## src/rtl/mod_updown_counter_if.sv

```systemverilog
// Bundle of the up/down counter's control inputs and status outputs.
// The master drives the controls; the counter (slave) drives the status.
interface mod_updown_counter_if #(
  parameter int N = 4
);
  logic         enable;
  logic         clear;
  logic         load;
  logic [N-1:0] load_value;
  logic         up;
  logic [N-1:0] limit;
  logic         saturate;
  logic [N-1:0] out;
  logic         at_max;
  logic         at_zero;
  logic         wrap;
  logic         sat_flag;

  modport master (
    output enable, clear, load, load_value, up, limit, saturate,
    input  out, at_max, at_zero, wrap, sat_flag
  );

  modport slave (
    input  enable, clear, load, load_value, up, limit, saturate,
    output out, at_max, at_zero, wrap, sat_flag
  );
endinterface

```

## src/rtl/mod_updown_counter.sv

```systemverilog
// N-bit up/down counter with programmable terminal value (range 0..limit),
// synchronous clear/load, wrap or saturate mode, a one-cycle wrap pulse
// and a sticky flag for steps blocked by saturation.
module mod_updown_counter #(
  parameter int N = 4
) (
  input  logic                clock,
  input  logic                reset,
  mod_updown_counter_if.slave bus
);

  logic [N-1:0] out_q, out_d;
  logic         wrap_q, wrap_d;
  logic         sat_q, sat_d;

  // Next-state: clear > load > enable > hold; wrap is a pulse so it defaults low.
  always_comb begin
    out_d  = out_q;
    wrap_d = 1'b0;
    sat_d  = sat_q;
    if (bus.clear) begin
      out_d = '0;
      sat_d = 1'b0;
    end else if (bus.load) begin
      out_d = bus.load_value;
      sat_d = 1'b0;
    end else if (bus.enable) begin
      if (bus.up) begin
        if (out_q < bus.limit) begin
          out_d = out_q + 1'b1;
        end else if (bus.saturate) begin
          out_d = bus.limit;
          sat_d = 1'b1;
        end else begin
          out_d  = '0;
          wrap_d = 1'b1;
        end
      end else begin
        // An over-range value is pulled back to limit without raising a flag.
        if (out_q > bus.limit) begin
          out_d = bus.limit;
        end else if (out_q != '0) begin
          out_d = out_q - 1'b1;
        end else if (bus.saturate) begin
          out_d = '0;
          sat_d = 1'b1;
        end else begin
          out_d  = bus.limit;
          wrap_d = 1'b1;
        end
      end
    end
  end

  // State registers with asynchronous active-low reset.
  always_ff @(posedge clock or negedge reset) begin
    if (!reset) begin
      out_q  <= '0;
      wrap_q <= 1'b0;
      sat_q  <= 1'b0;
    end else begin
      out_q  <= out_d;
      wrap_q <= wrap_d;
      sat_q  <= sat_d;
    end
  end

  assign bus.out      = out_q;
  assign bus.wrap     = wrap_q;
  assign bus.sat_flag = sat_q;
  assign bus.at_max   = (out_q >= bus.limit);
  assign bus.at_zero  = (out_q == '0);

endmodule
```

## src/flat_wrapper.sv

```systemverilog
// flat-port wrapper written by rule: the top's interface ports become plain ports
module mod_updown_counter_flat 
#(
  parameter int N = 4
)
  (clock, reset, bus_enable, bus_clear, bus_load, bus_load_value, bus_up, bus_limit, bus_saturate, bus_out, bus_at_max, bus_at_zero, bus_wrap, bus_sat_flag);
  mod_updown_counter_if #(.N(N)) bus_i ();
  input  logic clock;
  input  logic reset;
  input wire logic [$bits(bus_i.enable)-1:0] bus_enable;
  input wire logic [$bits(bus_i.clear)-1:0] bus_clear;
  input wire logic [$bits(bus_i.load)-1:0] bus_load;
  input wire logic [$bits(bus_i.load_value)-1:0] bus_load_value;
  input wire logic [$bits(bus_i.up)-1:0] bus_up;
  input wire logic [$bits(bus_i.limit)-1:0] bus_limit;
  input wire logic [$bits(bus_i.saturate)-1:0] bus_saturate;
  output wire logic [$bits(bus_i.out)-1:0] bus_out;
  output wire logic [$bits(bus_i.at_max)-1:0] bus_at_max;
  output wire logic [$bits(bus_i.at_zero)-1:0] bus_at_zero;
  output wire logic [$bits(bus_i.wrap)-1:0] bus_wrap;
  output wire logic [$bits(bus_i.sat_flag)-1:0] bus_sat_flag;
  assign bus_i.enable = bus_enable;
  assign bus_i.clear = bus_clear;
  assign bus_i.load = bus_load;
  assign bus_i.load_value = bus_load_value;
  assign bus_i.up = bus_up;
  assign bus_i.limit = bus_limit;
  assign bus_i.saturate = bus_saturate;
  assign bus_out = bus_i.out;
  assign bus_at_max = bus_i.at_max;
  assign bus_at_zero = bus_i.at_zero;
  assign bus_wrap = bus_i.wrap;
  assign bus_sat_flag = bus_i.sat_flag;
  mod_updown_counter #(.N(N)) u_core (.clock(clock), .reset(reset), .bus(bus_i));
endmodule
```

## config.mk

```make
export PLATFORM = sky130hd
export DESIGN_NAME = mod_updown_counter_flat
export DESIGN_NICKNAME = d
export VERILOG_FILES = /design/src/rtl/mod_updown_counter_if.sv /design/src/rtl/mod_updown_counter.sv /design/src/flat_wrapper.sv
export SDC_FILE = /design/constraint.sdc
export NUM_CORES = 1
export LEC_CHECK = 0
export BUFFER_PORTS_ARGS = -buffer_cell sky130_fd_sc_hd__buf_2
export CAP_MARGIN = 40
export CORE_AREA = 2 2 40 46
export DETAILED_ROUTE_END_ITERATION = 10
export DIE_AREA = 0 0 42 48
export PLACE_DENSITY = 0.8
export SYNTH_ARGS = -nofsm -noshare
export SYNTH_HDL_FRONTEND = slang
export SYNTH_SLANG_ARGS = --single-unit
```

## constraint.sdc

```tcl
create_clock -name clock -period 5.85 [get_ports clock]
set_clock_uncertainty 0.2 [all_clocks]
set_input_delay 0.2925 -clock clock [delete_from_list [all_inputs] [get_ports clock]]
set_output_delay 0.2925 -clock clock [all_outputs]
set_load 0.01 [all_outputs]
```

[After elaboration in Yosys (flattened, before gate mapping)]
Index checks and enable logic that the tools add are counted.
Widths: inputs -> output; s select.
Storage, ports and cells
  register bits: 6
  bits in read-only memories: 0
  output and inout bits: 8
  memories kept: 0
  logic and storage cells: 40
  bits in latches: 0
  bits of input ports: 15
  RAM bits: 0
Cells by class
  shift operators: 0
  equality and inequality tests: 3
  divide/modulo/power cells: 0
  reduce and logical (&&, ||, !) cells: 4
  add/sub/neg operators: 2
  magnitude comparators: 3
  bitwise operators: 0
  multiplexer cells: 25
  multipliers: 0
Operator list (count)
  $mux 4: 9
  $mux 1: 16
  $ne 4x4->1 const B: 3
  $add 4x1->4 const B: 1
  $ge 4x4->1: 1
  $gt 4x4->1: 1
  $logic_not 4->1: 1
  $lt 4x4->1: 1
  $reduce_and 4->1: 1
  $reduce_bool 4->1: 1
  $sub 4x1->4 const B: 1
  $reduce_bool 3->1: 1

[Logic depth before layout (Yosys ltp)]
  depth in word-level cells: 7
  gate-level depth with buffers: 7
  mapped depth without buffers: 7

[Least setup slack after synthesis]
Ideal clock, no wire load.
  path kind: register to register
  from: register u_core.out_q[1], in the netlist u_core.bus.out[1]
  to: register u_core.out_q[2], in the netlist u_core.bus.out[2]
  path slack: 3871 ps
  data required time: 5519 ps
  stages on the path, launching flop included: 7
  data arrival time: 1648 ps
  buffers on the path: 0
  clock period less this slack: 1979 ps
  setup time: 131 ps
  path through: dfrtp_1 -> ha_1 -> nor2b_4 -> o211a_4 -> o21ai_4 -> mux2i_1 -> a31oi_1
Between the ends
  longest elaborated chain between the ends: 7
  elaborated cells on any way between the ends: 12
  those cells by class: 2 x add/sub; 2 x order compare; 7 x mux; 1 x reduce/logical
Ends and longest elaborated chain
  start, declared: RTL line mod_updown_counter.sv:12  | logic [N-1:0] out_q, out_d;
  start signal, assigned: RTL line mod_updown_counter.sv:62  | out_q <= out_d;
  $sub 4x1->4 / $reduce_bool 4->1 (equally long branches): RTL line mod_updown_counter.sv:43, mod_updown_counter.sv:42
  $mux 4: RTL line mod_updown_counter.sv:42  | end else if (out_q != '0) begin
  $mux 4: RTL line mod_updown_counter.sv:40  | if (out_q > bus.limit) begin
  $mux 4 *: RTL line mod_updown_counter.sv:28  | if (bus.up) begin
  $mux 4 *: RTL line mod_updown_counter.sv:27  | end else if (bus.enable) begin
  $mux 4 *: RTL line mod_updown_counter.sv:24  | end else if (bus.load) begin
  $mux 4 *: RTL line mod_updown_counter.sv:21  | if (bus.clear) begin
Every way passes the cells marked *; elsewhere a longest branch is shown, timed or not. The select of a mux whose other input is x is not followed.
A chain may end at the register's enable or synchronous reset.

[Final worst setup path]
  from: register u_core.out_q[3], in the netlist u_core.bus.out[3]
  to: output port bus_at_max
Between the ends
  longest elaborated chain between the ends: 1
Ends and longest elaborated chain
  $ge 4x4->1: RTL line mod_updown_counter.sv:71  | assign bus.at_max = (out_q >= bus.limit);
  end, declared: RTL line flat_wrapper.sv:18  | output wire logic [$bits(bus_i.at_max)-1:0] bus_at_max;
No other way between the ends.

==> reports/summary.txt <==
status = completed
Ys Warns = 0
RSZ-0062 raised after global routing = no
PostCTS Resize Cnt = 0
# clock sinks = 6
distinct cell type count after synthesis = 39
Async SR Flop Fraction = 100%
syn nets = 124
die height = 48 um
Peak supply drop = 0.0856 mV
critical path endpoint category = output port
DRT Pass-1 Iters = 4
worst skew pair latency = 0.24 ns
total CTS buffers = 3
sequential area share after synthesis = 18.3%
vias per cell = 6.37
post-synth top area share = 18.3%
Yosys reg bits = 6
Routed Antenna Nets = 0
minimum clock period = 2.28 ns
# H-tree levels = 1
Tcrit/Tclk final = 38.9%
cell area after synthesis = 820 um^2
HPWL after DPL = 1840 um
crit path cell chain = ha_1 > a21oi_1 > nand3_1 > buf_2
DIE AREA = 2020 um^2
grt ovf = 0
Horiz. Die Dim = 42 um
Slew Viols, Final = 0
DRC = 0
CP Launch Type = flop
Net Sw Frac = 45.3%
# port buffers = 22
Slew @ Worst Pin = 0.422 ns
initial core utilization = 53.9%
WL per Instance = 16.0 um
sequential power share = 26.6%
setup TNS = 0 ns
CP max FO = 9
DRT iter0 DRCs = 30
top cells by area, synth = dfrtp_1 (18%), ha_1 (9.2%), inv_1 (6.0%)
worst hold path type = input pin to flop
cell taking the most area after synthesis = dfrtp_1
via count = 911
Internal Power = 0.121 mW
I/O pins = 23
Area growth syn-to-layout = 17.4%
core area = 1520 um^2
nets = 149
Final Wtd Congestion = 1.00
most common cell in the synthesized netlist = inv_1
Switching Power = 0.0998 mW
achievable frequency = 439 MHz
Worst-path clk slew = 0.04 ns
top post-synthesis cells by count = inv_1 (13), nand2_1 (9), nor3_1 (9)
CP max-delay cell = dfrtp_1
Critical Path RT = 5.36 ns
Cell Area, Placed = 930 um^2
WS Path Type = flop to output port
antenna violations before repair = 0
Primary FF master, synth = dfrtp_1
Routed WL = 2280 um
# setup viols final = 0
clock power share = 16.8%
Pwr Density = 229 nW/um^2
buffers from clock root to sink, at most = 2
Finished Cell Area = 962 um^2
TritonCTS clock tree = done
wire length of the first global-routing pass = 3690 um
CP peak stage delay = 0.51 ns
Arr. time, crit path = 1.78 ns
CTS root buf = clkbuf_4
Leak = 0.483 nW
largest net degree at the start of global routing = 14
diode count = 0
max-cap check violation count = 0
Final Hold Fails = 0
vias in the first global route = 843
share of cells above drive strength 1 = 30.2%
Comb pwr share = 56.6%
Syn Inst Count = 103
Avg Synthesized Cell Area = 7.96 um^2
relative slew slack = 71.9%
number of flops mapped to enable cells by yosys = 0
Total Routing Usage GR = 24.2%
Filler Cell Count = 133
Cell Rows = 15
worst max-delay path: cells and delay by family (launching register included):
| kind | cells | cell delay [ns] |
|---|---|---|
| compound gates | 1 | 0.32 |
| fa+ha+maj | 1 | 0.44 |
| buf+inv | 1 | 0.15 |
| flops | 1 | 0.51 |
| simple gates | 1 | 0.12 |
power groups by stage:
stage	combinational, mW	clock [mW]	sequential (mW)
after floorplan	0.0902	0	0.0547
after global placement	0.117	0	0.0579
after detailed placement	0.121	0	0.0591
after CTS	0.123	0.0378	0.0585
after global routing	0.136	0.0407	0.0596
final	0.125	0.0370	0.0587
layout by cell type, fill, tap and decap left out, types with 2 or more instances in the layout:
| cell type | Yosys | final |
|---|---|---|
| a22oi_1 | 3 | 3 |
| nor2b_1 | 2 | 2 |
| o31ai_1 | 2 | 2 |
| nor3_1 | 9 | 9 |
| ha_1 | 6 | 6 |
| buf_2 | 2 | 22 |
| nand2_1 | 9 | 9 |
| o21ai_0 | 4 | 4 |
| inv_1 | 13 | 13 |
| a211oi_1 | 3 | 3 |
| a21oi_1 | 6 | 6 |
| nand2b_1 | 3 | 3 |
| clkbuf_4 | 0 | 3 |
| dfrtp_1 | 6 | 6 |
| nand3_1 | 3 | 3 |
| xnor2_1 | 2 | 2 |
| nor2_1 | 7 | 7 |
metrics by stage:
| stage | setup WS, ns | utilization [%] | power (mW) | std cells | hold WS [ns] |
|---|---|---|---|---|---|
| finish | 3.57 | 63.3 | 0.220 | 143 | 0.154 |
| floorplan | 3.87 | - | 0.145 | 103 | -0.203 |
| global placement | 3.68 | 61.2 | 0.175 | 139 | -0.0838 |
| detailed placement | 3.66 | 61.2 | 0.181 | 139 | -0.0809 |
| global route | 3.45 | 63.3 | 0.237 | 143 | 0.156 |
| CTS | 3.58 | 63.3 | 0.219 | 143 | 0.145 |
state kept, by name, indices dropped and copies added (netlist names):
register	flops
u_core.bus.out	4
u_core.bus.wrap	1
u_core.bus.sat_flag	1
layout make-up:
| cell class | instances | area [um^2] | area share [%] |
|---|---|---|---|
| Timing Repair Buffer | 23 | 120 | 12.5 |
| Tap cell | 17 | 21.3 | 2.21 |
| Inverter | 13 | 48.8 | 5.07 |
| Clock buffer | 3 | 22.5 | 2.34 |
| Sequential cell | 6 | 150 | 15.6 |
| Multi-Input combinational cell | 81 | 599 | 62.3 |
repair_timing:
| action | in CTS | in global routing |
|---|---|---|
| hold buffers | 1 | 0 |
| hold endpoints to repair | 6 | 0 |
| setup buffers | 0 | 0 |
kinds of logic (layout without fill, tap and decap cells):
logic type | after synthesis | after routing | synth area share, %
compound gates | 33 | 33 | 32.8
xor+xnor | 2 | 2 | 2.14
fa+ha+maj | 6 | 6 | 9.16
buf+inv | 16 | 39 | 8.55
flops | 6 | 6 | 18.3
mux | 1 | 1 | 1.22
simple gates | 39 | 39 | 27.8
final timing paths:
check                                 endpoint  depth (start not counted)                 from  slack [ns]
min in group asynchronous    u_core.bus.out[2]                          2                reset        0.20
hold / removal                 u_core.bus.wrap                          2         bus_saturate        0.15
setup reg to reg             u_core.bus.out[0]                          6    u_core.bus.out[3]        3.63
max in group asynchronous      u_core.bus.wrap                          2                reset        5.11
hold reg to reg            u_core.bus.sat_flag                          2  u_core.bus.sat_flag        0.33
setup / recovery                    bus_at_max                          4    u_core.bus.out[3]        3.57
per-layer routing:
metal	global-route usage, %	up-vias	share of wire [%]
met5	0	-	0
met4	11.6	0	3.7
met3	3.40	11	8.7
met2	43.8	58	47
met1	29.0	416	40
li1	-	426	-
(Power assumes the default switching activity.)
